## config.mk

```make
export PLATFORM = sky130hd
export DESIGN_NAME = pll_reset_supervisor
export DESIGN_NICKNAME = d
export VERILOG_FILES = /design/src/rtl/pll_reset_supervisor.sv
export SDC_FILE = /design/constraint.sdc
export NUM_CORES = 1
export LEC_CHECK = 0
export CORE_AREA = 2 2 65 67
export DETAILED_ROUTE_END_ITERATION = 10
export DIE_AREA = 0 0 67 69
export PLACE_DENSITY = 0.74
export SLEW_MARGIN = 15
export SYNTH_ARGS = -nofsm -noshare
export SYNTH_HDL_FRONTEND = slang
export SYNTH_SLANG_ARGS = --single-unit
```

## constraint.sdc

```tcl
create_clock -name clk_50_in -period 2.7 [get_ports clk_50_in]
set_input_delay 0.405 -clock clk_50_in [delete_from_list [all_inputs] [get_ports clk_50_in]]
set_output_delay 0.405 -clock clk_50_in [all_outputs]
set_load 0.05 [all_outputs]
```

## src/rtl/pll_reset_supervisor.sv

```systemverilog
// rtl/pll_reset_supervisor.sv - PLL lock supervisor and staggered domain reset sequencer
//
// Drives the PLL reset, qualifies the synchronised lock, then releases the
// downstream domain resets one after another (bit 0 first). Lock loss drops
// every domain back into reset and is counted; a lock timeout retries the PLL.
//
// Ports
//   clk_50_in     in   50 MHz reference clock
//   rst           in   asynchronous active-high reset
//   pll_lock_raw  in   PLL lock, asynchronous to clk_50_in
//   sw_reset_req  in   single-cycle request for a full PLL re-initialisation
//   pll_rst       out  reset to the PLL primitive, active-high
//   domain_rst    out  per-domain reset, active-high, bit 0 released first
//   all_ready     out  high only while every domain is released
//   relock_count  out  saturating count of lock-loss events after release
//   timeout_flag  out  sticky lock-timeout indicator, cleared only by rst

module pll_reset_supervisor #(
  parameter int NUM_DOMAINS         = 3,
  parameter int PLL_RST_CYCLES      = 32,
  parameter int LOCK_STABLE_CYCLES  = 1024,
  parameter int LOCK_TIMEOUT_CYCLES = 50000,
  parameter int RELEASE_STAGGER     = 16,
  parameter int CNT_W               = 8
) (
  input  logic                   clk_50_in,
  input  logic                   rst,
  input  logic                   pll_lock_raw,
  input  logic                   sw_reset_req,
  output logic                   pll_rst,
  output logic [NUM_DOMAINS-1:0] domain_rst,
  output logic                   all_ready,
  output logic [CNT_W-1:0]       relock_count,
  output logic                   timeout_flag
);

  // The RELEASE state has to count up to the release point of the last domain.
  localparam int REL_SPAN = (NUM_DOMAINS - 1) * RELEASE_STAGGER;
  localparam int MAX_AB   = (PLL_RST_CYCLES > LOCK_STABLE_CYCLES) ?
                            PLL_RST_CYCLES : LOCK_STABLE_CYCLES;
  localparam int MAX_CD   = (LOCK_TIMEOUT_CYCLES > REL_SPAN) ?
                            LOCK_TIMEOUT_CYCLES : REL_SPAN;
  localparam int MAX_CNT  = (MAX_AB > MAX_CD) ? MAX_AB : MAX_CD;
  localparam int TMR_W    = $clog2(MAX_CNT + 1);

  localparam logic [TMR_W-1:0] PLL_RST_LAST = TMR_W'(PLL_RST_CYCLES - 1);
  localparam logic [TMR_W-1:0] STABLE_LAST  = TMR_W'(LOCK_STABLE_CYCLES - 1);
  localparam logic [TMR_W-1:0] TIMEOUT_LAST = TMR_W'(LOCK_TIMEOUT_CYCLES - 1);
  localparam logic [TMR_W-1:0] RELEASE_LAST = TMR_W'(REL_SPAN);
  localparam logic [CNT_W-1:0] RELOCK_MAX   = {CNT_W{1'b1}};

  typedef enum logic [2:0] {
    PLL_RESET = 3'd0,
    WAIT_LOCK = 3'd1,
    STABLE    = 3'd2,
    RELEASE   = 3'd3,
    RUN       = 3'd4
  } state_t;

  state_t                 state_q, state_d;
  logic [TMR_W-1:0]       cnt_q, cnt_d;
  logic                   lock_meta_q, lock_s_q;
  logic                   pll_rst_q, pll_rst_d;
  logic [NUM_DOMAINS-1:0] domain_rst_q, domain_rst_d;
  logic                   all_ready_q, all_ready_d;
  logic [CNT_W-1:0]       relock_q, relock_d;
  logic                   timeout_q, timeout_d;

  always_comb begin
    state_d   = state_q;
    cnt_d     = cnt_q;
    relock_d  = relock_q;
    timeout_d = timeout_q;

    case (state_q)
      // A software request here is ignored so the pulse is never stretched.
      PLL_RESET: begin
        if (cnt_q == PLL_RST_LAST) begin
          state_d = WAIT_LOCK;
        end
      end
      // Lock is tested before the timeout, so a lock on the last cycle wins.
      WAIT_LOCK: begin
        if (sw_reset_req) begin
          state_d = PLL_RESET;
        end else if (lock_s_q) begin
          state_d = STABLE;
        end else if (cnt_q == TIMEOUT_LAST) begin
          timeout_d = 1'b1;
          state_d   = PLL_RESET;
        end
      end
      STABLE: begin
        if (sw_reset_req) begin
          state_d = PLL_RESET;
        end else if (!lock_s_q) begin
          state_d = WAIT_LOCK;
        end else if (cnt_q == STABLE_LAST) begin
          state_d = RELEASE;
        end
      end
      // Software request outranks a simultaneous lock loss and is not counted.
      RELEASE: begin
        if (sw_reset_req) begin
          state_d = PLL_RESET;
        end else if (!lock_s_q) begin
          state_d = WAIT_LOCK;
          if (relock_q != RELOCK_MAX) relock_d = relock_q + CNT_W'(1);
        end else if (cnt_q == RELEASE_LAST) begin
          state_d = RUN;
        end
      end
      RUN: begin
        if (sw_reset_req) begin
          state_d = PLL_RESET;
        end else if (!lock_s_q) begin
          state_d = WAIT_LOCK;
          if (relock_q != RELOCK_MAX) relock_d = relock_q + CNT_W'(1);
        end
      end
      default: begin
        state_d = PLL_RESET;
      end
    endcase

    // One shared timer: zero on every state entry, idle in RUN. Each state
    // leaves before the timer can pass its own terminal value.
    if (state_d != state_q) begin
      cnt_d = '0;
    end else if (state_q != RUN) begin
      cnt_d = cnt_q + TMR_W'(1);
    end

    // Outputs are decoded from the next state so they change on the same
    // edge as the state register.
    pll_rst_d   = (state_d == PLL_RESET);
    all_ready_d = (state_d == RUN);
    for (int i = 0; i < NUM_DOMAINS; i++) begin
      if (state_d == RUN) begin
        domain_rst_d[i] = 1'b0;
      end else if (state_d == RELEASE) begin
        // Domain i leaves reset i*RELEASE_STAGGER cycles into RELEASE, which
        // also guarantees in-order release.
        domain_rst_d[i] = (int'(cnt_d) < i * RELEASE_STAGGER);
      end else begin
        domain_rst_d[i] = 1'b1;
      end
    end
  end

  always_ff @(posedge clk_50_in or posedge rst) begin
    if (rst) begin
      lock_meta_q  <= 1'b0;
      lock_s_q     <= 1'b0;
      state_q      <= PLL_RESET;
      cnt_q        <= '0;
      pll_rst_q    <= 1'b1;
      domain_rst_q <= {NUM_DOMAINS{1'b1}};
      all_ready_q  <= 1'b0;
      relock_q     <= '0;
      timeout_q    <= 1'b0;
    end else begin
      lock_meta_q  <= pll_lock_raw;
      lock_s_q     <= lock_meta_q;
      state_q      <= state_d;
      cnt_q        <= cnt_d;
      pll_rst_q    <= pll_rst_d;
      domain_rst_q <= domain_rst_d;
      all_ready_q  <= all_ready_d;
      relock_q     <= relock_d;
      timeout_q    <= timeout_d;
    end
  end

  assign pll_rst      = pll_rst_q;
  assign domain_rst   = domain_rst_q;
  assign all_ready    = all_ready_q;
  assign relock_count = relock_q;
  assign timeout_flag = timeout_q;

endmodule

```

==> summary.md <==
| Metric | Value |
|---|---|
| Hold_ws | `~0.35 ns` |
| Unique masters post-synth | `51` |
| Mapped Nets | `195` |
| Largest net degree at the start of global routing | `36` |
| CP max FO | `16` |
| Clock Pin Slew Worst Setup and Hold Paths | `0.07 ns` |
| Avg WL per Cell | `15.3 um` |
| Slew Viols, Final | `0` |
| VDD IR-drop max | `0.000456 V` |
| Type of origin of the critical path | `flip-flop` |
| Placed Area | `2230 um^2` |
| First-pass GRT wire length | `7.20 mm` |
| Slew margin rel. | `between 60 and 70%` |
| Grt met3 use | `under 10%` |
| Total GRT Usage | `20.4%` |
| WP data arrival | `2.84 ns` |
| Maximum clock path buffer count | `2` |
| Hold Path Origin | `lock_meta_q` |
| Int Power | `around 1300 uW` |
| Leakage | `0.00101 uW` |
| Initial antenna violation count | `0` |
| Switching Share | `~38%` |
| Die height | `69 um` |
| Hold worst-path end | `lock_s_q` |
| Clock root buffer master | `clkbuf_8` |
| Async S/R FF share, synth | `100%` |
| Clk sinks | `35` |
| Final wirelength | `4.12 mm` |
| RSZ-0062 raised after global routing | `yes` |
| Number of global-route vias before repair | `1524` |
| TritonCTS clock tree | `yes` |
| Ys Warns | `0` |
| Busiest grt layer | `met2` |
| Predominant post-synthesis flop cell | `dfrtp_1` |
| Register area share after synthesis | `45.0%` |
| Syn Std Cell Area | `1960 um^2` |
| Nets | `225` |
| Setup repair bufs after CTS | `0` |
| Routed vias/inst | `5.83` |
| DIE WIDTH | `67 um` |
| H-tree depth | `2` |
| Via count | `roughly 1.6k` |
| IO Pins | `18` |
| Full die area | `4620 um^2` |
| Final Cell Area | `2330 um^2` |
| Worst flop-to-flop path endpoint | `cnt_q[4]` |
| Final hold viol count | `0` |
| Worst Hold Class | `reg2reg` |
| Routability cong. | `between 0.9 and 1` |
| Setup Skew | `0.00737 ns` |
| Finished Layout Cells | `about 270` |
| GR Util met2 | `32.1%` |
| Port Buf Inserts | `17` |
| Worst r2r src | `cnt_q[12]` |
| Cells after synthesis | `188` |
| Most used cell, CP | `or4_4` |
| Gate power share | `a little over two fifths` |
| Initial Util | `50.0%` |
| Core ar. | `3910 um^2` |
| Status | `finished, final reports clean` |
| Total power | `2020 uW` |
| Hold Path Depth | `0` |
| Yosys reg bits | `35` |
| Worst-skew pair later-pin latency | `approximately 0.29 ns` |
| Met1 Use GR | `approximately a quarter` |
| CTS Buf Count | `5` |
| Placed cells | `261` |
| Flop pwr share | `38.0%` |
| Final HPWL DP | `2.88 mm` |
| Worst-case reg-to-reg path depth | `6` |
| FP Rows | `23` |
| Drt first pass iters | `4` |
| Min Tclk post-route | `approximately 2.6 ns` |
| Final Util | `about 60%` |
| Synth Area per Inst | `10.4 um^2` |
| Drt initial violations | `~160` |
| Number of synthesized flops with an enable pin | `0` |
| Critical path capture point type | `flip-flop` |
| Layout area overhead | `19.1%` |
| Max incr delay on CP | `roughly 0.64 ns` |
| Maximum Capacitance Violations | `0` |
| ANT nets after route | `0` |
| Slowest-stage cell, CP | `or4_4` |
| Fraction of layout cells with a size suffix above 1 | `21.0%` |
| Gr ovfl total | `0` |
| Power Dens Cells | `864 nW/um^2` |
| Final setup vio count | `0` |
| Final period utilization | `97.5%` |
| Critical path required time | `~2.9 ns` |
| Clock Power Share | `19.0%` |
| CP Cell Sequence | `or4_4 > nor4_4 > nor2b_1 > or3_1 > or4_4 > a21boi_0` |
| Switching pwr | `roughly 760 uW` |
| Antenna Cells | `0` |
| Worst slew pin tran | `0.550 ns` |
| Drt drc | `0` |
| Reg2Reg Setup Slack | `0.07 ns` |
| Crit path kind | `reg2reg` |
| Peak Freq | `0.380 GHz` |
worst max-delay path by stage:
| stage | start | to | slack (ns) | cells past startpoint |
|---|---|---|---|---|
| CTS | cnt_q[12] | cnt_q[2] | 0.07 | 6 |
| finish | cnt_q[12] | cnt_q[4] | 0.07 | 6 |
| floorplan | cnt_q[12] | cnt_q[8] | 0.07 | 8 |
| global placement | cnt_q[12] | cnt_q[4] | 0.12 | 6 |
| detailed placement | cnt_q[12] | cnt_q[4] | 0.05 | 6 |
| global route | cnt_q[7] | cnt_q[0] | -0.02 | 7 |
critical path: cells and delay by family (launching register included):
kind	cells	cell delay (ns)
AND/OR/NAND/NOR	5	1.96
flip-flops	1	0.38
AO/OA/AOI/OAI	1	0.20
power groups by stage:
stage | sequential (uW) | clock (uW) | combinational (uW)
2_1_floorplan | 802 | 0 | 578
3_3_place_gp | 761 | 0 | 820
3_5_place_dp | 771 | 0 | 838
4_1_cts | 764 | 396 | 845
5_1_grt | 786 | 424 | 947
6_report | 766 | 383 | 866
cells by family after synthesis:
kind of cell / after synthesis / synth area share [%]
compound gates: 36 / 13.3
buf+inv: 10 / 3.58
xor+xnor: 25 / 11.2
mux: 2 / 1.09
fa+ha+maj: 4 / 2.43
simple gates: 76 / 23.5
flops: 35 / 45.0
metrics by stage:
stage               TNS (ns)  setup WS, ns
global route         -0.0436       -0.0182
floorplan                  0        0.0735
detailed placement         0        0.0527
CTS                        0        0.0659
finish                     0        0.0663
global placement           0         0.120
final cells by class:
class,instances,area [um^2]
clock buffers,7,86.3
clock inverters,1,5.00
fillers,333,1580
inverters,3,11.3
multi-input cells,143,1020
flip-flops and latches,35,881
well taps,50,62.6
repair buffers,30,268
metal layers:
layer,routed length (um),share of wire (%)
met4,124,3.0
met3,181,4.4
met5,0,0
met2,1990,48
met1,1820,44
placed cells by master (no fill, tap or decap), types with 3 or more instances in the layout:
master,instances
dfrtp_1,31
nand2b_1,3
xor2_1,13
nor2_1,12
xnor2_1,12
nor3_1,3
dfstp_2,4
buf_4,13
nand3_1,5
clkbuf_8,6
a21oi_2,11
clkdlybuf4s50_1,17
nor4_1,4
and3_1,6
ha_1,3
inv_1,3
nand2_1,11
a21oi_1,10
nand4_1,10
or3_1,4
Yosys cell counts, types with 4 or more instances:
library cell  count  share of area, %
dfrtp_1          31                40
xor2_1           13               5.8
nor2_1           12               2.3
xnor2_1          12               5.4
a21oi_1          11               2.8
nand2_1          11               2.1
a21oi_2          10               4.5
nand4_1          10               3.2
and3_1            6               1.9
nand3_1           5               1.3
nor4_1            5               1.6
dfstp_2           4               5.4
or3_1             4               1.3
sequential cells by signal, summed over array words and instances, names as in the netlist:
signal / cells
lock_meta_q: 1
timeout_flag: 1
lock_s_q: 1
state_q: 3
relock_count: 8
domain_rst: 3
all_ready: 1
cnt_q: 16
pll_rst: 1
repair_timing:
action	4_1_cts	5_1_grt
hold buffers	0	0
endpoints found under the setup margin	0	16
resized for setup	0	3
Note: power is estimated with default switching activity, not from simulation.
